`src/rtl/mul_accum_pkg.sv`:
```
// Shared types and default widths for the multiplier-downstream accumulator.
// The default accumulator holds 8 x 255*255 without wrapping.
package mul_accum_pkg;

    typedef enum logic {ACCUM, HOLD} mul_accum_state_t;

    localparam int DEF_PROD_W    = 16;
    localparam int DEF_ACC_W     = 20;
    localparam int DEF_BURST_LEN = 8;

endpackage

```
`src/rtl/mul_accumulate.sv`:
```
// Burst accumulator for unsigned products with a valid/ready result port.
// First register stage after the combinational multiplier.
module mul_accumulate
    import mul_accum_pkg::*;
#(
    parameter int PROD_W    = DEF_PROD_W,
    parameter int ACC_W     = DEF_ACC_W,
    parameter int BURST_LEN = DEF_BURST_LEN,
    parameter int CNT_W     = $clog2(BURST_LEN + 1)
) (
    input  logic              clk,
    input  logic              rst,
    input  logic              in_valid,
    output logic              in_ready,
    input  logic [PROD_W-1:0] in_prod,
    input  logic              in_last,
    output logic              out_valid,
    input  logic              out_ready,
    output logic [ACC_W-1:0]  out_sum,
    output logic [CNT_W-1:0]  out_count,
    output logic              out_overflow
);

    mul_accum_state_t state;

    logic [ACC_W-1:0] acc;
    logic [CNT_W-1:0] cnt;
    logic             ovf;
    logic             rdy;
    logic             vld;

    logic             accept;
    logic             first;
    logic [ACC_W-1:0] base;
    logic [ACC_W-1:0] sum;
    logic             carry;
    logic [CNT_W-1:0] cnt_nxt;
    logic             done;

    assign in_ready = rdy & ~rst;
    assign accept   = in_valid & in_ready;

    // acc/ovf from the previous burst are cleared on its first beat
    assign first   = (cnt == '0);
    assign base    = first ? '0 : acc;
    assign {carry, sum} = {1'b0, base} + (ACC_W + 1)'(in_prod);
    assign cnt_nxt = cnt + 1'b1;
    assign done    = in_last | (cnt_nxt == CNT_W'(BURST_LEN));

    assign out_valid    = vld;
    assign out_sum      = acc;
    assign out_count    = cnt;
    assign out_overflow = ovf;

    always_ff @(posedge clk or posedge rst) begin
        if (rst) begin
            state <= ACCUM;
            acc   <= '0;
            cnt   <= '0;
            ovf   <= 1'b0;
            rdy   <= 1'b1;
            vld   <= 1'b0;
        end else begin
            case (state)
                ACCUM: begin
                    if (accept) begin
                        acc <= sum;
                        cnt <= cnt_nxt;
                        ovf <= (first ? 1'b0 : ovf) | carry;
                        if (done) begin
                            state <= HOLD;
                            rdy   <= 1'b0;
                            vld   <= 1'b1;
                        end
                    end
                end
                HOLD: begin
                    if (out_ready) begin
                        state <= ACCUM;
                        cnt   <= '0;
                        rdy   <= 1'b1;
                        vld   <= 1'b0;
                    end
                end
                default: begin
                    state <= ACCUM;
                    rdy   <= 1'b1;
                    vld   <= 1'b0;
                end
            endcase
        end
    end

endmodule
```
`config.mk`:
```
export PLATFORM = sky130hd
export DESIGN_NAME = mul_accumulate
export DESIGN_NICKNAME = d
export VERILOG_FILES = /design/src/rtl/mul_accum_pkg.sv /design/src/rtl/mul_accumulate.sv
export SDC_FILE = /design/constraint.sdc
export NUM_CORES = 1
export LEC_CHECK = 0
export BUFFER_PORTS_ARGS = -buffer_cell sky130_fd_sc_hd__buf_2
export CAP_MARGIN = 40
export CORE_MARGIN = 2
export CORE_UTILIZATION = 30
export CTS_CLUSTER_SIZE = 12
export DETAILED_ROUTE_END_ITERATION = 16
export PLACE_DENSITY = 0.51
export SLEW_MARGIN = 20
export SYNTH_ARGS = -nofsm -noshare
export SYNTH_HDL_FRONTEND = slang
export SYNTH_SLANG_ARGS = --single-unit
```
`constraint.sdc`:
```
create_clock -name clk -period 2.8 [get_ports clk]
set_input_delay 0.14 -clock clk [delete_from_list [all_inputs] [get_ports clk]]
set_output_delay 0.14 -clock clk [all_outputs]
set_load 0.005 [all_outputs]
```
==> results of run 1 <==
==> state kept, by name, indices dropped and copies added (netlist names) <==
name / count
out_overflow: 1
out_sum: 20
out_count: 4
state: 1
out_valid: 1
rdy: 1
==> cell families after synthesis <==
family | Yosys count | share of synthesized area
and+or+nand+nor | 102 | 0.221
AOI/OAI and AO/OA | 79 | 0.259
DFF | 28 | 0.315
adders and majority gates | 19 | 0.110
buffers and inverters | 18 | 0.0522
xor gates and xnor gates | 10 | 0.0393
muxes | 1 | 0.00449
==> cells in the final DEF, fill, tap and decap left out, types with 2 or more instances in the layout <==
master,count
o31ai_1,4
a211oi_1,2
nor2_1,10
dfrtp_1,27
and2_1,17
nand3_1,7
xnor2_1,5
o211ai_1,2
and2_4,2
xor2_1,5
buf_4,22
a21o_1,6
buf_2,47
a21oi_1,13
nor3_1,9
a21o_2,2
ha_4,2
and3_1,3
a2bb2oi_1,2
nand2_1,41
o21ai_1,4
a211o_1,3
o21ai_0,17
clkbuf_8,3
o21a_1,3
o21bai_1,2
a221oi_4,2
a221o_1,2
inv_1,6
ha_1,14
o21ai_2,2
ha_2,2
nand4_1,4
==> Yosys cell counts, drive strengths merged (4+ instances only) <==
library cell,count
nand2,42
dfrtp,27
o21ai,24
and2,20
ha,18
a21oi,13
nor2,11
a21o,9
clkbuf,9
nor3,9
nand3,7
inv,6
and3,5
xnor2,5
xor2,5
nand4,4
o31ai,4
==> path summary, 6_finish.rpt <==
kind                                to  slack [ps]         start
max                        out_sum[14]          50  out_count[1]
min                              state          80     out_ready
max reg2reg                out_sum[14]          50  out_count[1]
min reg2reg                        rdy         460           rdy
max in group asynchronous          rdy        2010           rst
min in group asynchronous   out_sum[6]         480           rst
==> layer usage <==
layer,up-vias,part of all wire,wire length (µm),GRT usage
met5,-,0,0,0
met4,0,0.012,67,0.0372
met3,6,0.022,124,0.0168
met2,31,0.47,2730,0.230
met1,931,0.49,2840,0.194
li1,1047,-,-,-
==> timing repair <==
action	in CTS	in global routing
hold endpoints to repair	27	0
gates resized for setup	0	18
endpoints found under the setup margin	0	13
setup buffers	0	3
hold buffers	1	0
==> power groups by stage <==
stage	clock network (µW)	registers [µW]	logic [µW]
2_1_floorplan	0	694	1280
5_1_grt	273	704	2200
3_3_place_gp	0	689	1820
3_5_place_dp	0	688	1820
4_1_cts	253	681	1830
6_report	241	679	1970
==> area by class of cell <==
type                       instances  area (µm²)  share of cell area
sequential                        28         702               0.249
inverter                           6        22.5             0.00800
timing repair buffer              70         410               0.146
clock buffer                       4        45.0              0.0160
tap                               99         124              0.0440
multi-input combinational        211        1510               0.537
==> critical path, stage by stage (launching register included) <==
cell and delay [ps]:
dfrtp_1 390, inv_1 60, ha_2 170, nand2_2 70
and2_4 150, ha_4 160, fa_2 410, a21o_4 240
a221o_2 390, a221oi_4 270, o21ai_2 80, xnor2_1 160
o21ai_1 70
==> stage by stage <==
step	utilization	TNS, ps	instances	hold slack [ps]	total power, µW
after floorplan	-	-27.0	257	205	1980
after global placement	0.366	0	410	255	2510
after detailed placement	0.366	0	410	256	2510
after CTS	0.374	0	415	76.5	2760
after global routing	0.390	-203	418	76.1	3180
final	0.390	0	418	84.6	2890
==> summary.md, run 1 <==
| Metric | Value |
|---|---|
| Vias per cell | 4.82 |
| Mean Syn Cell Area | 8.68 µm² |
| CTS Sinks | 28 |
| Design Area, Final | 2820 µm² |
| Routed Antenna Nets | 0 |
| Clock skew | 8.80 ps |
| Place WS | 19.1 ps |
| Core footprint | 7210 µm² |
| Die area | 8140 µm² |
| Mapped Cells | 257 |
| Hold Path Stages | 2 |
| Post-layout net count | 360 |
| Clk slew on worst S/H paths | 110 ps |
| Number of fill cells in the layout | 788 |
| Rel. slew slack | 0.736 |
| Sw Ratio | 0.444 |
| Num rows | 31 |
| Status | finished, final reports clean |
| Critical path arrival | 2910 ps |
| Yosys top cell by area | dfrtp_1 |
| TritonRoute pass-1 iters | 4 |
| Root buf cell | clkbuf_8 |
| Register area share after synthesis | 0.315 |
| Routed len/inst | 13.8 µm |
| Leakage | 0.00135 µW |
| Ys Warns | 0 |
| EDFF count, synth | 0 |
| Clock power share | 0.083 |
| Area of the mapped netlist | 2230 µm² |
| Internal power | 1600 µW |
| Number of max-cap violations | 0 |
| Pin count of the biggest net entering global routing | 39 |
| Worst r2r path cells | 12 |
| DRC viols | 0 |
| Hold WC Path Type | in -> reg |
| Vias post-DR | 2015 |
| GRT overflow | 0 |
| Worst Tran Pin Value | 396 ps |
| Comb power frac | 0.681 |
| CTS Buf Count | 3 |
| Io pins | 48 |
| Final setup margin | 53.5 ps |
| DPL Wire Length | 4370 µm |
| CP endpoint kind | register |
| Placer congestion estimate | 0.770 |
| Final setup violation count | 0 |
| Initial core utilization | 0.309 |
| Synth-to-layout area growth | 26.2% |
| Main synth FF type | dfrtp_1 |
| Initial antenna violation count | 0 |
| WP data required | 2960 ps |
| Startpoint types | register |
| Die height | 90.2 µm |
| CTS tree | yes |
| Final Max Tran Viols | 0 |
| Area of placed instances | 2640 µm² |
| Async set or reset register ratio after synthesis | 1.00 |
| First-pass GRT wire length | 9390 µm |
| Synth area leaders | dfrtp_1, ha_1, nand2_1, and2_1, o21ai_0 |
| Worst Setup Path Type | reg -> reg |
| Worst Path Max Fanout | 3 |
| Post-Route WL | 5750 µm |
| Ant diodes | 0 |
| Max Freq | 0.364 GHz |
| Port bufs | 47 |
| Register bit total from synthesis | 28 |
| Die X | 90.2 µm |
| Final Hold Fails | 0 |
| Psw | 1280 µW |
| Layout cell share with drive strength beyond 1 | 0.313 |
| Final Critical Period | 2750 ps |
| Distinct cells, synth | 53 |
| Share of power burned in registers | 0.235 |
| Max clock buf depth | 2 |
| GRT Total Usage | 0.140 |
| Peak supply drop | 0.000397 V |
| Period utilisation layout | 0.981 |
| H-tree depth | 1 |
| Unrepaired setup endpoints after global routing | true |
| Yosys top cell area share | 0.303 |
| Iter 0 DRT Violations | 79 |
| Worst skew pair latency | 280 ps |
| Post-Syn Nets | 297 |
| Pwr dens | 1020 nW/µm² |
| Via count of the first global-routing pass | 1938 |
Note: power is estimated with default switching activity, not from simulation.
==> run 2: changes to the inputs <==
BUFFER_PORTS_ARGS = not set   (was -buffer_cell sky130_fd_sc_hd__buf_2)
DONT_BUFFER_PORTS = 1   (was not set)
PLACE_DENSITY = 0.45   (was 0.51)
==> summary.md, run 2 (synthesis results as in run 1) <==
| Metric | Value |
|---|---|
| Worst r2r path cells | 12 (unchanged) |
| Final Max Tran Viols | 0 (unchanged) |
| Number of fill cells in the layout | 783 (was 788) |
| Clock power share | 0.097 (was 0.083) |
| Routed len/inst | 16.0 µm (was 13.8 µm) |
| Max clock buf depth | 2 (unchanged) |
| GRT Total Usage | 0.148 (was 0.140) |
| Io pins | 48 (unchanged) |
| Psw | 1310 µW (was 1280 µW) |
| RR Startpoint | out_count[1] (unchanged) |
| Worst Tran Pin Value | 401 ps (was 396 ps) |
| Period utilisation layout | 0.955 (was 0.981) |
| FF-to-FF End | out_sum[14] (unchanged) |
| Rel. slew slack | 0.733 (was 0.736) |
| Worst Path Max Fanout | 3 (unchanged) |
| Peak supply drop | 0.000273 V (was 0.000397 V) |
| Hold WC Path Type | in -> reg (unchanged) |
| Placer congestion estimate | 0.764 (was 0.770) |
| R2R setup slack | 130 ps (was 50 ps) |
| CP endpoint kind | register (unchanged) |
| Critical path arrival | 2850 ps (was 2910 ps) |
| Max reg flops | 20 (unchanged) |
| Die height | 90.2 µm (unchanged) |
| CTS Buf Count | 3 (unchanged) |
| TritonRoute pass-1 iters | 4 (unchanged) |
| Synth-to-layout area growth | 19.6% (was 26.2%) |
| Clock skew | 5.40 ps (was 8.80 ps) |
| Pin count of the biggest net entering global routing | 39 (unchanged) |
| Final TNS setup | 0 ps (unchanged) |
| Vias per cell | 5.12 (was 4.82) |
| Final Hold Fails | 0 (unchanged) |
| Max Freq | 0.374 GHz (was 0.364 GHz) |
| Worst hold start | in_last (was out_ready) |
| Core footprint | 7210 µm² (unchanged) |
| Hold_ws | 80.4 ps (was 84.6 ps) |
| First-pass GRT wire length | 9870 µm (was 9390 µm) |
| Iter 0 DRT Violations | 123 (was 79) |
| WP data required | 2980 ps (was 2960 ps) |
| Post-Route WL | 5980 µm (was 5750 µm) |
| Most frequent cells in the layout | nand2_1, dfrtp_1, buf_4 (was buf_2, nand2_1, dfrtp_1) |
| Final Critical Period | 2670 ps (was 2750 ps) |
| Internal power | 1610 µW (was 1600 µW) |
| WHS Endpoint | out_valid (was state) |
| Via count of the first global-routing pass | 1988 (was 1938) |
| Layout cell share with drive strength beyond 1 | 0.229 (was 0.313) |
| Leakage | 0.00117 µW (was 0.00135 µW) |
| CTS Sinks | 28 (unchanged) |
| Final setup violation count | 0 (unchanged) |
| Worst Setup Path Type | reg -> reg (unchanged) |
| Initial core utilization | 0.309 (unchanged) |
| Routed Antenna Nets | 0 (unchanged) |
| Worst skew pair latency | 290 ps (was 280 ps) |
| Die X | 90.2 µm (unchanged) |
| Root buf cell | clkbuf_8 (unchanged) |
| Unrepaired setup endpoints after global routing | true (unchanged) |
| GRT overflow | 0 (unchanged) |
| H-tree depth | 1 (unchanged) |
| Most common cell after layout, fill and taps aside | nand2_1 (was buf_2) |
| Final core utilization | 0.370 (was 0.390) |
| Pwr Total | 2910 µW (was 2890 µW) |
| DPL Wire Length | 4500 µm (was 4370 µm) |
| Clk slew on worst S/H paths | 120 ps (was 110 ps) |
| Sw Ratio | 0.448 (was 0.444) |
| Num rows | 31 (unchanged) |
| Post-layout net count | 316 (was 360) |
| Number of max-cap violations | 0 (unchanged) |
| Die area | 8140 µm² (unchanged) |
| CTS tree | yes (unchanged) |
| Hold Path Stages | 2 (unchanged) |
| Pwr dens | 1090 nW/µm² (was 1020 nW/µm²) |
| DRC viols | 0 (unchanged) |
| Share of power burned in registers | 0.247 (was 0.235) |
| Initial antenna violation count | 0 (unchanged) |
| Ant diodes | 0 (unchanged) |
| Vias post-DR | 1916 (was 2015) |
| Status | finished, final reports clean (unchanged) |
| Port bufs | 0 (was 47) |
| Comb power frac | 0.656 (was 0.681) |
| Startpoint types | register (unchanged) |
## run 2: worst max path at each step
stage                  endpoint          from
floorplan           out_sum[14]  out_count[0]
global placement    out_sum[16]  out_count[0]
detailed placement  out_sum[14]  out_count[0]
CTS                 out_sum[14]  out_count[0]
global route        out_sum[18]  out_count[0]
finish              out_sum[14]  out_count[1]
## run 2: what timing repair did
action	4_1_cts	5_1_grt
buffers inserted	0	2
resized for setup	0	26
hold buffers	2	0
endpoints found under the setup margin	0	13
hold endpoints to repair	29	0
## run 2: cell type report
| cell class | instances | area, µm² | share of cell area |
|---|---|---|---|
| clock buffer | 4 | 55.1 | 0.0206 |
| inverter | 6 | 22.5 | 0.00844 |
| multi-input combinational | 211 | 1560 | 0.585 |
| sequential | 28 | 702 | 0.263 |
| tap | 99 | 124 | 0.0464 |
| timing repair buffer | 26 | 204 | 0.0765 |
## run 2: stage by stage
stage	instances	area, µm²	setup slack, ps
after CTS	372	2500	8.55
after detailed placement	366	2430	23.4
final	374	2670	126
after floorplan	257	2230	-27.0
after global placement	366	2430	67.8
after global routing	374	2670	-5.69
## run 2: power by group through the flow
stage / combinational (µW) / clock, µW / sequential (µW)
4_1_cts: 1720 / 295 / 724
5_1_grt: 2150 / 317 / 747
2_1_floorplan: 1280 / 0 / 694
3_3_place_gp: 1700 / 0 / 731
3_5_place_dp: 1710 / 0 / 732
6_report: 1910 / 284 / 720
## run 2: layer usage
metal	wire length [µm]	global-route usage
met1	2840	0.198
met2	2810	0.247
met3	273	0.0293
met4	51	0.0321
met5	0	0
## run 2: critical path, stage by stage (launching register included)
cell and delay, ps:
dfrtp_1 390, inv_1 90, ha_4 150, nand2_4 50, and2_4 150, ha_2 170, fa_2 360, a21o_4 220
a221o_2 370, a221oi_4 280, o21ai_2 100, xnor2_1 140, o21ai_1 70
==> run 3: changes to the inputs <==
BUFFER_PORTS_ARGS = -buffer_cell sky130_fd_sc_hd__buf_2   (was not set)
CORE_UTILIZATION = 50   (was 30)
DONT_BUFFER_PORTS = not set   (was 1)
PLACE_DENSITY = 0.77   (was 0.45)
==> summary.md, run 3 (synthesis results as in run 1) <==
| Metric | Value |
|---|---|
| Root buf cell | clkbuf_8 (unchanged) |
| Critical path arrival | 2950 ps (was 2850 ps) |
| Vias post-DR | 2090 (was 1916) |
| Startpoint types | register (unchanged) |
| Slowest stage delay, CP | 400 ps (was 390 ps) |
| Worst skew pair latency | 280 ps (was 290 ps) |
| Pwr Total | 2840 µW (was 2910 µW) |
| Num rows | 24 (was 31) |
| Status | finished, final reports clean (unchanged) |
| Via count of the first global-routing pass | 1889 (was 1988) |
| Period utilisation layout | 0.994 (was 0.955) |
| TritonRoute pass-1 iters | 4 (unchanged) |
| Synth-to-layout area growth | 21.8% (was 19.6%) |
| Max clock buf depth | 2 (unchanged) |
| DRC viols | 0 (unchanged) |
| Hold WC Path Type | in -> reg (unchanged) |
| CP endpoint kind | register (unchanged) |
| Clk slew on worst S/H paths | 100 ps (was 120 ps) |
| Port bufs | 47 (was 0) |
| Io pins | 48 (unchanged) |
| Number of fill cells in the layout | 408 (was 783) |
| Most common cell after layout, fill and taps aside | buf_2 (was nand2_1) |
| Worst hold start | out_ready (was in_last) |
| Die height | 70.8 µm (was 90.2 µm) |
| Cells along the critical path | inv_1 -> ha_2 -> nand2_2 -> buf_4 -> and2_4 -> fa_2 -> a21o_2 -> a221o_2 -> a221oi_4 -> o21ai_2 -> xnor2_1 -> o21ai_1 (was inv_1 -> ha_4 -> nand2_4 -> and2_4 -> ha_2 -> fa_2 -> a21o_4 -> a221o_2 -> a221oi_4 -> o21ai_2 -> xnor2_1 -> o21ai_1) |
| FF-to-FF End | out_sum[14] (unchanged) |
| Worst Setup Path Type | reg -> reg (unchanged) |
| Final Hold Fails | 0 (unchanged) |
| Peak supply drop | 0.000614 V (was 0.000273 V) |
| Pwr dens | 1050 nW/µm² (was 1090 nW/µm²) |
| Post-Route WL | 5250 µm (was 5980 µm) |
| Iter 0 DRT Violations | 198 (was 123) |
| Routed len/inst | 14.1 µm (was 16.0 µm) |
| Rel. slew slack | 0.604 (was 0.733) |
| CTS tree | yes (unchanged) |
| Initial antenna violation count | 0 (unchanged) |
| Worst Path Buf+Inv | 2 (was 1) |
| Post-layout net count | 361 (was 316) |
| R2R setup slack | 20 ps (was 130 ps) |
| Final core utilization | 0.628 (was 0.370) |
| Ant diodes | 0 (unchanged) |
| Pin count of the biggest net entering global routing | 29 (was 39) |
| Design Area, Final | 2720 µm² (was 2670 µm²) |
| CP max-delay cell | dfrtp_1 (unchanged) |
| Placer congestion estimate | 0.916 (was 0.764) |
| WHS Endpoint | state (was out_valid) |
| Max reg flops | 20 (unchanged) |
| Area of placed instances | 2580 µm² (was 2430 µm²) |
| Routed Antenna Nets | 0 (unchanged) |
| Number of max-cap violations | 0 (unchanged) |
| DPL Wire Length | 3980 µm (was 4500 µm) |
| First-pass GRT wire length | 8560 µm (was 9870 µm) |
| Core footprint | 4320 µm² (was 7210 µm²) |
| Die X | 70.8 µm (was 90.2 µm) |
| Clock skew | 5.36 ps (was 5.40 ps) |
| CTS Buf Count | 3 (unchanged) |
| GRT Total Usage | 0.209 (was 0.148) |
| WP data required | 2970 ps (was 2980 ps) |
| Final setup violation count | 0 (unchanged) |
| Unrepaired setup endpoints after global routing | true (unchanged) |
| Final Max Tran Viols | 0 (unchanged) |
| CTS Sinks | 28 (unchanged) |
| Die area | 5010 µm² (was 8140 µm²) |
| Worst Path Max Fanout | 9 (was 3) |
| Final Critical Period | 2780 ps (was 2670 ps) |
| Hold_ws | 54.5 ps (was 80.4 ps) |
| Hold Path Stages | 2 (unchanged) |
| RR Startpoint | out_count[1] (unchanged) |
| Leakage | 0.00136 µW (was 0.00117 µW) |
| H-tree depth | 1 (unchanged) |
| Layout cell share with drive strength beyond 1 | 0.313 (was 0.229) |
| Vias per cell | 5.62 (was 5.12) |
| Top Family by Delay on Critical Path | compound AO/OA/AOI/OAI gates (unchanged) |
| Initial core utilization | 0.516 (was 0.309) |
| GRT overflow | 0 (unchanged) |
| Worst Tran Pin Value | 592 ps (was 401 ps) |
| Worst r2r path cells | 12 (unchanged) |
| Max Freq | 0.359 GHz (was 0.374 GHz) |
| Most frequent cells in the layout | buf_2, nand2_1, dfrtp_1 (was nand2_1, dfrtp_1, buf_4) |
| Final TNS setup | 0 ps (unchanged) |
run 3: final cells by class:
class | instances | area [µm²] | area share
clock buffer | 4 | 55.1 | 0.0203
inverter | 6 | 22.5 | 0.00829
multi-input combinational | 211 | 1460 | 0.535
sequential | 28 | 702 | 0.258
tap | 52 | 65.1 | 0.0239
timing repair buffer | 71 | 418 | 0.154
run 3: through the flow:
step | cells | setup slack [ps]
2_1_floorplan | 257 | -27.0
3_3_place_gp | 363 | 116
3_5_place_dp | 363 | 35.3
4_1_cts | 368 | 26.7
5_1_grt | 372 | -94.9
6_report | 372 | 16.5
run 3: timing repair:
action,4_1_cts,5_1_grt
resized for setup,0,12
hold buffers,1,0
hold endpoints to repair,27,0
setup endpoints to repair,0,12
buffers inserted,0,4
run 3: where the power goes:
group / total (µW) / leakage, µW / switching (µW) / internal, µW
clock: 264 / 0.0000288 / 137 / 126
sequential: 676 / 0.000352 / 110 / 565
combinational: 1900 / 0.000976 / 1000 / 901
run 3: how the worst max path moves through the flow:
stage	from	end	slack, ps	cells after the start
after global placement	out_count[0]	out_sum[14]	120	12
after global routing	out_count[1]	out_sum[14]	-90	12
final	out_count[1]	out_sum[14]	20	12
after floorplan	out_count[0]	out_sum[14]	-30	13
after CTS	out_count[0]	out_sum[14]	30	12
after detailed placement	out_count[0]	out_sum[14]	40	12
run 3: metal layers:
layer,vias up,share of wire,GRT usage
met5,-,0,0
met3,4,0.061,0.0242
met4,0,0.0044,0.0314
met2,82,0.47,0.346
li1,1053,-,-
met1,951,0.47,0.301
